--- config.mk ---
export PLATFORM = sky130hd
export DESIGN_NAME = apb_master_bridge
export DESIGN_NICKNAME = d
export VERILOG_FILES = /design/src/rtl/apb_master_bridge.sv
export SDC_FILE = /design/constraint.sdc
export NUM_CORES = 1
export LEC_CHECK = 0
export ABC_AREA = 1
export CORE_ASPECT_RATIO = 1.5
export CORE_MARGIN = 5
export CORE_UTILIZATION = 51
export CTS_BUF_LIST = sky130_fd_sc_hd__clkbuf_4 sky130_fd_sc_hd__clkbuf_8 sky130_fd_sc_hd__clkbuf_16
export DETAILED_ROUTE_END_ITERATION = 8
export GPL_TIMING_DRIVEN = 1
export PLACE_DENSITY = 0.84
export SLEW_MARGIN = 20
export SYNTH_ARGS = -nofsm -noshare
export SYNTH_HDL_FRONTEND = slang
export SYNTH_SLANG_ARGS = --single-unit
--- constraint.sdc ---
create_clock -name PCLK -period 2.7 [get_ports PCLK]
set_input_delay 0.54 -clock PCLK [delete_from_list [all_inputs] [get_ports PCLK]]
set_output_delay 0.54 -clock PCLK [all_outputs]
set_load 0.02 [all_outputs]
--- src/rtl/apb_master_bridge.sv ---
// APB requester: turns single 8-bit valid/ready commands into one APB transfer
// (SETUP then ACCESS) on PSEL1 (GPIO) or PSEL2 (UART), with an ACCESS-phase timeout.
module apb_master_bridge #(
  parameter int unsigned TIMEOUT = 255
) (
  input  logic       PCLK,
  input  logic       PRESET,
  input  logic       req_valid,
  output logic       req_ready,
  input  logic       req_write,
  input  logic       req_sel,
  input  logic [7:0] req_addr,
  input  logic [7:0] req_wdata,
  output logic       rsp_valid,
  output logic [7:0] rsp_rdata,
  output logic       rsp_err,
  output logic       PSEL1,
  output logic       PSEL2,
  output logic       PENABLE,
  output logic [7:0] PADDR,
  output logic       PWRITE,
  output logic [7:0] PWDATA,
  input  logic [7:0] PRDATA,
  input  logic       PREADY
);

  localparam logic [1:0] IDLE   = 2'd0;
  localparam logic [1:0] SETUP  = 2'd1;
  localparam logic [1:0] ACCESS = 2'd2;

  localparam logic [15:0] WAIT_LAST = 16'(TIMEOUT - 1);

  logic [1:0]  state;
  logic [15:0] wait_cnt;

  assign req_ready = (state == IDLE) && !PRESET;

  always_ff @(posedge PCLK) begin
    if (PRESET) begin
      state     <= IDLE;
      wait_cnt  <= '0;
      PSEL1     <= 1'b0;
      PSEL2     <= 1'b0;
      PENABLE   <= 1'b0;
      PADDR     <= '0;
      PWRITE    <= 1'b0;
      PWDATA    <= '0;
      rsp_valid <= 1'b0;
      rsp_rdata <= '0;
      rsp_err   <= 1'b0;
    end else begin
      rsp_valid <= 1'b0;
      case (state)
        IDLE: begin
          if (req_valid) begin
            PADDR    <= req_addr;
            PWDATA   <= req_wdata;
            PWRITE   <= req_write;
            PSEL1    <= !req_sel;
            PSEL2    <= req_sel;
            wait_cnt <= '0;
            state    <= SETUP;
          end
        end
        SETUP: begin
          PENABLE <= 1'b1;
          state   <= ACCESS;
        end
        ACCESS: begin
          if (PREADY) begin
            PSEL1     <= 1'b0;
            PSEL2     <= 1'b0;
            PENABLE   <= 1'b0;
            rsp_valid <= 1'b1;
            rsp_err   <= 1'b0;
            rsp_rdata <= PWRITE ? 8'h00 : PRDATA;
            state     <= IDLE;
          end else if (wait_cnt == WAIT_LAST) begin
            // abort on the TIMEOUT-th low edge; counter already holds TIMEOUT-1
            PSEL1     <= 1'b0;
            PSEL2     <= 1'b0;
            PENABLE   <= 1'b0;
            rsp_valid <= 1'b1;
            rsp_err   <= 1'b1;
            rsp_rdata <= '0;
            state     <= IDLE;
          end else begin
            wait_cnt <= wait_cnt + 16'd1;
          end
        end
        default: state <= IDLE;
      endcase
    end
  end

endmodule

==> results of run 1 <==
[cells in the mapped netlist, drive strengths merged]
| library cell | instances |
|---|---|
| inv | 26 |
| nand2 | 75 |
| buf | 7 |
| xor2 | 2 |
| ha | 2 |
| o21ai | 20 |
| nor3b | 1 |
| clkbuf | 5 |
| nand4 | 5 |
| nand3 | 21 |
| nor3 | 3 |
| dfxtp | 48 |
| or2 | 1 |
| clkinv | 1 |
| nor2 | 79 |
| xnor2 | 2 |
| a21oi | 27 |
[layout make-up]
type                       instances  area (µm²)
clock buffer                       5       68.82
clock inverter                     3       46.29
fill                             350        1295
inverter                          27       101.3
multi-input combinational        238        1100
sequential                        48       960.9
tap                               46       57.56
timing repair buffer              62       615.6
[final timing paths]
kind	startpoint	endpoint	slack [ns]	depth (start not counted)
setup reg to reg	wait_cnt[1]	wait_cnt[14]	1.05	10
setup / recovery	PRESET	req_ready	0.49	3
hold / removal	rsp_rdata[2]	rsp_rdata[2]	0.46	2
hold reg to reg	rsp_rdata[2]	rsp_rdata[2]	0.46	2
[sequential cells by signal (all words and copies together) (netlist names)]
| name | cells |
|---|---|
| PSEL1 | 1 |
| PSEL2 | 1 |
| rsp_err | 1 |
| PWDATA | 8 |
| PENABLE | 1 |
| rsp_valid | 1 |
| rsp_rdata | 8 |
| PADDR | 8 |
| wait_cnt | 16 |
| state | 2 |
| PWRITE | 1 |
[worst register-to-register path, stage by stage, from the launching register on]
cell and delay (ns):
dfxtp_1 0.40, ha_1 0.21, nand2_1 0.09, nor2_2 0.19, nand2_1 0.09, nor2_2 0.14
nand3_1 0.09, nor2_1 0.17, nand2_1 0.07, nand2_1 0.06, nor2_1 0.04
[per-stage QoR]
stage	utilization (%)	instances	area (µm²)	worst slack (ns)	power [mW]
finish	69.50	429	2950	0.4871	1.529
global route	69.50	429	2950	0.4370	1.596
CTS	69.50	429	2950	0.4803	1.543
detailed placement	66.78	421	2835	0.4895	1.016
global placement	66.78	421	2835	0.4817	1.012
floorplan	-	325	2227	0.9517	0.8920
[cells by family after synthesis]
kind of cell	synth area share, %
compound gates	10.73
xor+xnor	1.573
fa+ha+maj	1.123
buf+inv	7.471
flops	43.15
simple gates	35.96
[cell usage in the layout, fill, tap and decap left out, types with 2 or more instances in the layout]
cell | Yosys | final
nand2_1 | 71 | 71
nor3_1 | 3 | 3
a21oi_1 | 26 | 26
nor2_2 | 6 | 6
clkbuf_8 | 0 | 5
nor2_1 | 71 | 71
inv_2 | 3 | 3
buf_4 | 1 | 2
xor2_1 | 2 | 2
clkdlybuf4s50_1 | 0 | 60
dfxtp_1 | 48 | 48
o21ai_0 | 19 | 19
nand4_1 | 5 | 5
inv_1 | 23 | 23
nand3_1 | 20 | 20
ha_1 | 2 | 2
xnor2_1 | 2 | 2
nor2_4 | 2 | 2
nand2_2 | 3 | 3
[layer usage]
layer  vias up  global-route usage (%)
met2        50                   35.65
met1       983                   21.62
met5         -                       0
li1       1136                       -
met4         0                   6.586
met3         7                   6.049
[power breakdown]
group          leakage, nW  total, mW  switching [mW]  internal (mW)
sequential           0.392      0.756          0.0171          0.739
combinational        0.670      0.242           0.130          0.112
clock               0.0548      0.531           0.251          0.279
==> flow_summary.ini, run 1 <==
[run_status]
outcome = finished, final reports clean

[timing]
drv_slew = 0
hold_ws_ns = 0.4647
max_slew_margin_pct = 57.33
timing.final.crit_share_pct = 81.96
skew_ns = 0.006777
hold_viol = 0
worst_pin_slew_ns = 0.6393
setup_tns_ns = 0
period_minus_slack_ns = 2.213
timing.fmax_mhz = 451.9
rsz0062_at_grt = false
setup_viol = 0

[worst_setup_path]
cp.buffers_inverters = 2
path_delay_family = buffers and inverters
start_kind = input pin
cp_cell_sequence = clkdlybuf4s50_1 -> nor2_1 -> clkdlybuf4s50_1
crit_path_end_kind = output port
worstSetupPathType = input pin to output port
worst_path_max_delay_cell = clkdlybuf4s50_1
cp_max_fo = 2
required_ns = 2.16
crit_path_frequent_cell = clkdlybuf4s50_1
slowest_delay_ns = 0.61
critPathArrivalTime_ns = 1.67

[final_layout]
drive_gt1_share_pct = 7.311
nets = 414
diodes = 0
area_growth_pct = 32.47

[floorplan]
io_pins = 61
die_x_um = 63.96
core_region_area_um2 = 4245
die-area_um2 = 5816
start_util_pct = 52.46
dieHeight_um = 90.94
rows = 29

[detailed_routing]
drt-total-wl_mm = 5.601
routed.top_layer = met4
ant_nets = 0
post-route-drc-count = 0
drtPass1Iterations = 4
met2_length_mm = 3.006
routedLengthMet1_mm = 2.222
viasPerCell = 5.072
wl_per_cell_um = 13.06
drt_iter0_markers = 93
vias = 2176
wl_met3_um = 296

[cts]
ctsHoldBuffers = 0
cts_made_buffers = 5
cts-root-buf = clkbuf_8
cts_num_sinks = 48
cts_tree = yes
postCtsResizedCells = 0
h-tree-depth = 2
clkLatencyLatePin_ns = 0.30
clkTransAtPathRegs_ns = 0.09
cts_buffer_depth = 2
cts_setup_buffers = 0

[grt]
grt_overflow = 0
grt_use_total_pct = 19.87
antenna_found_initial = 0
grt_pass1_wl_mm = 9.604
grt_pass1_vias = 2182
grt_max_degree = 35

[logic_synthesis]
netlist_top_cells_area = dfxtp_1, nand2_1, nor2_1
yosysWarnings = 0
netlist_instances = 325
ys_ff_latch = 48
synth.yosys.seq_area_share_pct = 43.15
syn-num-nets = 357
synth.distinct_cells = 28
synth_area_per_cell_um2 = 6.853
syn_area_um2 = 2227
synth_top_area_share_pct = 43.15
post-synth-top-area-cell = dfxtp_1

[flow_run]
drv_cap = 0

[power]
cellLeakagePower_nw = 1.117
power-per-cell-area_nw_per_um2 = 518.3
ir_worst_vdd_v = 0.0004644

[place]
dp_hpwl_mm = 4.026
routabilityCongestion = 0.8686
io_buffers = 60

[worst_hold_path]
hold_path.class = register to register
Note: power is estimated with default switching activity, not from simulation.
==> inputs of run 2 (changes only) <==
CORE_UTILIZATION = 48   (was 51)
PLACE_DENSITY = 0.8   (was 0.84)
clock period = 2.1 ns   (was 2.7 ns; I/O delays follow)
==> run 2 against run 1 <==
  * Utilization down 4.1 points
  * Critical path type unchanged
  * Flip-flop and latch count unchanged
  * Setup slack worse by 0.36 ns
  * Clock skew down 0.0041 ns
  * Die area up 5.4%
  * Clock power up 13%
  * Largest power group unchanged
  * Count of clock-buffer cells in the layout up 1
==> flow_summary.ini, run 2 (synthesis gave the netlist of run 1 again) <==
[grt]
grt_use_total_pct = 19.00
grt_overflow = 0
grt_max_degree = 26
grt_pass1_vias = 2173
antenna_found_initial = 0
grt_pass1_wl_mm = 9.397

[timing]
timing.fmax_mhz = 506.6
drv_slew = 0
max_slew_margin_pct = 57.81
period_minus_slack_ns = 1.974
setup_tns_ns = 0
timing.final.crit_share_pct = 93.99
skew_ns = 0.002628
hold_viol = 0
worst_pin_slew_ns = 0.6322
hold_ws_ns = 0.4635
setup_viol = 0
rsz0062_at_grt = false

[power]
clockPowerShare_pct = 31.9
power-per-cell-area_nw_per_um2 = 640.8
cellLeakagePower_nw = 1.119
intPower_mw = 1.372
pwr-share-comb_pct = 16.6
power_switching_mw = 0.5150
ir_worst_vdd_v = 0.0004294
seq_power_share_pct = 51.5
switching_share_pct = 27.29

[worst_setup_path]
cp_max_fo = 2
cp_cell_sequence = clkdlybuf4s50_1 -> nor2_1 -> clkdlybuf4s50_1
worst_path_max_delay_cell = clkdlybuf4s50_1
crit_path_end_kind = output port
cp.buffers_inverters = 2
critPathArrivalTime_ns = 1.55
path_delay_family = buffers and inverters
required_ns = 1.68
worstSetupPathType = input pin to output port
crit_path_frequent_cell = clkdlybuf4s50_1
slowest_delay_ns = 0.61
start_kind = input pin

[floorplan]
rows = 30
die_x_um = 65.62
io_pins = 61
dieHeight_um = 93.43
die-area_um2 = 6130
start_util_pct = 49.44
core_region_area_um2 = 4504

[detailed_routing]
vias = 2239
wl_per_cell_um = 12.66
drtPass1Iterations = 4
drt_iter0_markers = 172
drt-total-wl_mm = 5.470
post-route-drc-count = 0
ant_nets = 0
viasPerCell = 5.183

[cts]
clkLatencyLatePin_ns = 0.30
cts_buffer_depth = 2
cts-root-buf = clkbuf_8
clkTransAtPathRegs_ns = 0.09
cts_num_sinks = 48
postCtsResizedCells = 0
cts_made_buffers = 5
cts_setup_buffers = 0
ctsHoldBuffers = 0
cts_tree = yes
h-tree-depth = 2

[final_layout]
final_cell_mix = nor2_1, nand2_1, clkdlybuf4s50_1
regMostFlops = wait_cnt
area_growth_pct = 32.25
diodes = 0
fin_cells = 432
nets = 415
drive_gt1_share_pct = 7.552
final_util_pct = 65.39
largest_reg_flops = 16

[place]
routabilityCongestion = 0.8533
dp_hpwl_mm = 4.009
io_buffers = 60
placed_cells = 424

[flow_run]
drv_cap = 0

[run_status]
outcome = finished, final reports clean

[worst_hold_path]
hold_path.class = register to register
-- run 2: power by group through the flow --
| stage | registers (mW) | clock network [mW] | logic (mW) |
|---|---|---|---|
| 2_1_floorplan | 1.04 | 0 | 0.110 |
| 3_3_place_gp | 0.992 | 0 | 0.312 |
| 3_5_place_dp | 0.993 | 0 | 0.316 |
| 4_1_cts | 0.972 | 0.614 | 0.317 |
| 5_1_grt | 0.979 | 0.646 | 0.340 |
| 6_report | 0.972 | 0.602 | 0.313 |
-- run 2: per-stage QoR --
stage	worst slack, ns	area [µm²]	total power, mW
finish	0.1261	2945	1.887
global route	0.03328	2945	1.965
CTS	0.1219	2945	1.903
detailed placement	0.09291	2845	1.309
global placement	0.1284	2845	1.304
floorplan	0.5917	2227	1.147
-- run 2: final timing paths --
kind,start,end,slack [ns],cells past startpoint
worst max-delay path,PRESET,req_ready,0.13,3
worst min-delay path,rsp_rdata[3],rsp_rdata[3],0.46,2
worst max register to register,wait_cnt[0],wait_cnt[14],0.48,10
worst min register to register,rsp_rdata[3],rsp_rdata[3],0.46,2
-- run 2: metal layers --
| layer | up-vias | share of wire, % | global-route usage (%) |
|---|---|---|---|
| li1 | 1141 | - | - |
| met4 | 0 | 1.4 | 5.709 |
| met5 | - | 0 | 0 |
| met3 | 11 | 4.9 | 4.808 |
| met2 | 42 | 52 | 35.50 |
| met1 | 1045 | 42 | 20.46 |
-- run 2: area by class of cell --
class,count,area [µm²]
fill,397,1559
clock buffer,6,82.58
timing repair buffer,63,623.1
clock inverter,2,17.52
inverter,27,101.3
sequential,48,960.9
multi-input combinational,238,1100
tap,48,60.06
-- run 2: worst min-delay path, cell delays in order, from the launching register on --
cell and delay [ns]:
dfxtp_1 0.32, nand2_1 0.06, a21oi_1 0.05
